===== src/rtl/lcd_ctrl.sv =====
// HD44780 write-only controller: GO-toggle requests are queued in a small FIFO
// and replayed as SETUP / EN pulse / HOLD / execution-wait bus cycles.
module lcd_ctrl #(
  parameter int T_SETUP = 4,
  parameter int T_EN    = 25,
  parameter int T_HOLD  = 4,
  parameter int T_EXEC  = 2000,
  parameter int T_CLEAR = 82000,
  parameter int DEPTH   = 4
) (
  input  logic        clk_i,
  input  logic        rst_i,
  input  logic [31:0] lcd_word_i,
  output logic        lcd_on_o,
  output logic        lcd_en_o,
  output logic        lcd_rs_o,
  output logic        lcd_rw_o,
  output logic [7:0]  lcd_data_o,
  output logic [31:0] lcd_status_o
);

  localparam int T_MAX_0 = (T_SETUP > T_EN)    ? T_SETUP : T_EN;
  localparam int T_MAX_1 = (T_MAX_0 > T_HOLD)  ? T_MAX_0 : T_HOLD;
  localparam int T_MAX_2 = (T_MAX_1 > T_EXEC)  ? T_MAX_1 : T_EXEC;
  localparam int T_MAX   = (T_MAX_2 > T_CLEAR) ? T_MAX_2 : T_CLEAR;
  localparam int CNT_W   = $clog2(T_MAX + 1);
  localparam int PTR_W   = $clog2(DEPTH);
  localparam int OCC_W   = PTR_W + 1;

  typedef enum logic [2:0] {
    S_IDLE,
    S_SETUP,
    S_PULSE,
    S_HOLD,
    S_WAIT
  } state_e;

  state_e           state_q, state_d;
  logic [CNT_W-1:0] cnt_q, cnt_d;
  logic [OCC_W-1:0] occ_q, occ_d;
  logic [PTR_W-1:0] wr_ptr_q, rd_ptr_q;
  logic [8:0]       mem_q [DEPTH];
  logic             go_q, on_q, en_q, rs_q, ovf_q;
  logic [7:0]       data_q;

  logic       req, pop, push, fifo_empty, fifo_full, wait_clear, busy;
  logic [8:0] head;
  logic       unused_word_bits;

  assign unused_word_bits = ^{lcd_word_i[30:11], lcd_word_i[8]};

  // A request is any edge on GO relative to the value seen last cycle.
  assign req        = lcd_word_i[10] ^ go_q;
  assign fifo_empty = (occ_q == '0);
  assign fifo_full  = (occ_q == OCC_W'(DEPTH));
  assign pop        = (state_q == S_IDLE) && !fifo_empty;
  assign push       = req && (!fifo_full || pop);
  assign head       = mem_q[rd_ptr_q];
  assign wait_clear = !rs_q && (data_q == 8'h01 || data_q == 8'h02 || data_q == 8'h03);
  assign busy       = (state_q != S_IDLE) || !fifo_empty;

  // NOTE: every always_comb output gets a default first so no path can infer a latch.
  always_comb begin
    state_d = state_q;
    cnt_d   = cnt_q;
    case (state_q)
      S_IDLE: begin
        if (!fifo_empty) begin
          state_d = S_SETUP;
          cnt_d   = CNT_W'(T_SETUP - 1);
        end
      end
      S_SETUP: begin
        if (cnt_q == '0) begin
          state_d = S_PULSE;
          cnt_d   = CNT_W'(T_EN - 1);
        end else begin
          cnt_d = cnt_q - CNT_W'(1);
        end
      end
      S_PULSE: begin
        if (cnt_q == '0) begin
          state_d = S_HOLD;
          cnt_d   = CNT_W'(T_HOLD - 1);
        end else begin
          cnt_d = cnt_q - CNT_W'(1);
        end
      end
      S_HOLD: begin
        if (cnt_q == '0) begin
          state_d = S_WAIT;
          cnt_d   = wait_clear ? CNT_W'(T_CLEAR - 1) : CNT_W'(T_EXEC - 1);
        end else begin
          cnt_d = cnt_q - CNT_W'(1);
        end
      end
      S_WAIT: begin
        if (cnt_q == '0) begin
          state_d = S_IDLE;
        end else begin
          cnt_d = cnt_q - CNT_W'(1);
        end
      end
      default: begin
        state_d = S_IDLE;
        cnt_d   = '0;
      end
    endcase
  end

  always_comb begin
    occ_d = occ_q;
    if (push && !pop) begin
      occ_d = occ_q + OCC_W'(1);
    end else if (pop && !push) begin
      occ_d = occ_q - OCC_W'(1);
    end
  end

  // GO tracks the input even in reset so releasing reset never looks like a toggle.
  always_ff @(posedge clk_i) begin
    if (rst_i) begin
      state_q  <= S_IDLE;
      cnt_q    <= '0;
      occ_q    <= '0;
      wr_ptr_q <= '0;
      rd_ptr_q <= '0;
      go_q     <= lcd_word_i[10];
      on_q     <= 1'b0;
      en_q     <= 1'b0;
      rs_q     <= 1'b0;
      data_q   <= 8'h00;
      ovf_q    <= 1'b0;
    end else begin
      state_q <= state_d;
      cnt_q   <= cnt_d;
      occ_q   <= occ_d;
      go_q    <= lcd_word_i[10];
      on_q    <= lcd_word_i[31];
      en_q    <= (state_d == S_PULSE);
      ovf_q   <= ovf_q | (req & fifo_full & ~pop);
      if (push) begin
        wr_ptr_q <= wr_ptr_q + PTR_W'(1);
      end
      if (pop) begin
        rd_ptr_q <= rd_ptr_q + PTR_W'(1);
        rs_q     <= head[8];
        data_q   <= head[7:0];
      end
    end
  end

  // NOTE: the FIFO storage has no reset; the pointers and occupancy define validity.
  always_ff @(posedge clk_i) begin
    if (!rst_i && push) begin
      mem_q[wr_ptr_q] <= {lcd_word_i[9], lcd_word_i[7:0]};
    end
  end

  assign lcd_on_o     = on_q;
  assign lcd_en_o     = en_q;
  assign lcd_rs_o     = rs_q;
  assign lcd_rw_o     = 1'b0;
  assign lcd_data_o   = data_q;
  assign lcd_status_o = {ovf_q, busy, {(30 - OCC_W){1'b0}}, occ_q};

endmodule


===== config.mk =====
export PLATFORM = sky130hd
export DESIGN_NAME = lcd_ctrl
export DESIGN_NICKNAME = d
export VERILOG_FILES = /design/src/rtl/lcd_ctrl.sv
export SDC_FILE = /design/constraint.sdc
export NUM_CORES = 1
export LEC_CHECK = 0
export BUFFER_PORTS_ARGS = -buffer_cell sky130_fd_sc_hd__buf_2
export CORE_AREA = 2 2 118 120
export DETAILED_ROUTE_END_ITERATION = 16
export DIE_AREA = 0 0 120 122
export GPL_TIMING_DRIVEN = 0
export PLACE_DENSITY = 0.6
export REMOVE_ABC_BUFFERS = 1
export SLEW_MARGIN = 20
export SYNTH_ARGS = -nofsm -noshare
export SYNTH_HDL_FRONTEND = slang
export SYNTH_SLANG_ARGS = --single-unit

===== constraint.sdc =====
create_clock -name clk_i -period 2.7 [get_ports clk_i]
set_clock_uncertainty 0.15 [all_clocks]
set_input_delay 0.27 -clock clk_i [delete_from_list [all_inputs] [get_ports clk_i]]
set_output_delay 0.27 -clock clk_i [all_outputs]
set_load 0.1 [all_outputs]

==> impl_metrics.toml <==
[outcome]
status = "finished, final reports clean"

[global_route]
grt_max_degree = 35
grt_pass1_wl_mm = 13.0
grt_pass1_vias = 2604
grt_overflow = 0
antenna_found_initial = 0
grtUsageTotal_pct = 11.3

[worst_setup_path]
crit_fanout = 6
cp.depth = 8
worstSetupPathType = "flip-flop to flip-flop"
crit-reg2reg-launch = "cnt_q[0]"
ff2ff_path_depth = 8
crit_buf_inv = 2
max_stage_delay_ns = 0.56
critPathCaptureType = "flip-flop"
required_ns = 2.77
crit_path_top_delay_cell = "or4_2"
path_delay_family = "simple AND/OR/NAND/NOR gates"
cp-startpoint = "cnt_q[0]"
cp-start-kind = "flip-flop"
crit_arrival_ns = 2.66
crit_path_cell_trace = "inv_2, ha_4, or3b_4, buf_12, or3_1, or4_2, o2111ai_1, nand3_1"

[die]
die_area_um2 = 14600
top_level_ports = 78
die_h_um = 122
core_area_um2 = 13500
start_util_pct = 28.1
placementRows = 43
fp.dieW_um = 120

[sta]
fin_crit_sh_pct = 96.1
tns_ns = 0
hold_viol_final = 0
maxSlewViolCount = 0
fmax_ghz = 0.385
setup_viol = 0
slew_headroom_pct = 51.7
tightest_slew_ns = 0.723
min_period_ns = 2.59

[yosys]
syn_avg_cell_area_um2 = 10.5
synth_edf_count = 36
syn_area_um2 = 3800
ys_ff_latch = 76
ys_types = 62
synthCells = 362
yosys_warnings = 0
async_flop_share_pct = 0
synth_flop_cell = "dfxtp_1"
seq_area_frac_synth_pct = 49.6

[layout]
final-instance-count-excl-fill = 591
area_growth_pct = 19.7
antenna_cells = 0
drive_above_1_share_pct = 23.6
final_nets = 447

[clock_network]
cts_root_buf = "clkbuf_16"
cts_tree = "built"
insertion_delay_ns = 0.34
cts_buffers = 9
clk_path_buf_depth = 2
clock-sinks = 76
clk_pin_slew_ns = 0.06
htree_levels = 3

[routing]
drt_iter0_drc = 116
routed_wl_mm = 8.15
drt_first_pass_iters = 4
drc = 0
avgRoutedWirePerCell_um = 13.8
vias = 2818
postRouteAntennaNets = 0
viasPerCell = 4.77

[placement]
gp_congestion = 0.862
hpwl_mm = 5.38
port_buffers = 28
dp.cells = 552

[min_path]
holdCritStartpoint = "lcd_word_i[0]"
whs_path_depth = 1
hold_class = "input pin to flip-flop"

[run]
cap_violations = 0
-- sequential cells by signal, indices dropped and copies added (netlist names) --
register	count
mem_q	36
cnt_q	17
lcd_data_o	8
occ_q	3
state_q	3
rd_ptr_q	2
wr_ptr_q	2
go_q	1
lcd_en_o	1
lcd_on_o	1
lcd_rs_o	1
ovf_q	1
-- path summary, 6_finish.rpt --
| check | to | slack [ns] |
|---|---|---|
| hold / removal | mem_q[1][0] | 0.002 |
| setup / recovery | cnt_q[14] | 0.11 |
| setup reg to reg | cnt_q[14] | 0.11 |
| hold reg to reg | lcd_data_o[6] | 0.32 |
-- area by class of cell --
type	instances	area, um2
clock buffer	9	225
clock inverter	7	83.8
fill	1322	8960
inverter	15	60.1
multi-input combinational	254	1720
sequential	76	1880
tap	180	225
timing repair buffer	50	353
-- synth_stat cells (all sizes together) (4+ instances only) --
library cell	count	area, um2
dfxtp	40	801
buf	36	264
edfxtp	36	1080
nand2	35	131
a21oi	29	145
nor2	23	86.3
inv	15	56.3
o21ai	15	75.1
nor3	11	55.1
or3	11	71.3
clkbuf	9	33.8
mux4	9	203
nand3	8	40.0
or4	8	68.8
and2	6	37.5
ha	6	75.1
nor4	6	58.8
or2	5	31.3
nor2b	4	25.0
o211ai	4	30.0
xor2	4	35.0
-- stage by stage --
stage               area, um2  util [%]  hold slack, ns  setup WS, ns
global route             4550      33.7         0.00879       -0.0172
global placement         3970      29.4           0.251        -0.814
detailed placement       3970      29.4           0.252        -0.867
CTS                      4430      32.8         0.00154       0.00102
floorplan                3600         -           0.148        -0.510
finish                   4550      33.7         0.00195         0.105
-- metal layers --
layer / vias up / wire [um] / global-route usage [%]
li1: 1362 / - / -
met1: 1347 / 3480 / 13.5
met2: 102 / 4070 / 19.4
met3: 7 / 519 / 3.46
met4: 0 / 74 / 3.75
met5: - / 0 / 0
-- layout by cell type, fill, tap and decap left out, drive strengths merged, types with 8 or more instances in the layout --
cell type / instances
nand2: 35
conb: 28
nor3: 11
nor2: 23
nand3: 8
mux4: 9
o21ai: 15
buf: 41
a21oi: 29
dlygate4sd3: 9
dfxtp: 40
or3: 11
inv: 16
or4: 9
edfxtp: 36
clkbuf: 9
-- cell families (layout without fill, tap and decap cells) --
kind of cell               Yosys count  after routing  share of synthesized area (%)
and+or+nand+nor                    123            124                           17.2
muxes                               11             11                           5.86
xor gates and xnor gates             7              7                           1.61
adders and majority gates            7              7                           2.50
buffers and inverters               60             81                           9.32
DFF                                 76             76                           49.6
AOI/OAI and AO/OA                   77             77                           13.9
other                                1             28                         0.0988
-- repair_timing --
| action | CTS | global route |
|---|---|---|
| hold buffers | 9 | 0 |
| hold endpoints to repair | 30 | 0 |
| cloned | 0 | 1 |
| setup buffers | 5 | 8 |
| pin swaps | 3 | 4 |
| endpoints found under the setup margin | 26 | 15 |
| resized for setup | 5 | 9 |
Power is left out: the tool's default activity adds up to more than one toggle a clock period on the data nets, which glitch-free logic cannot reach.
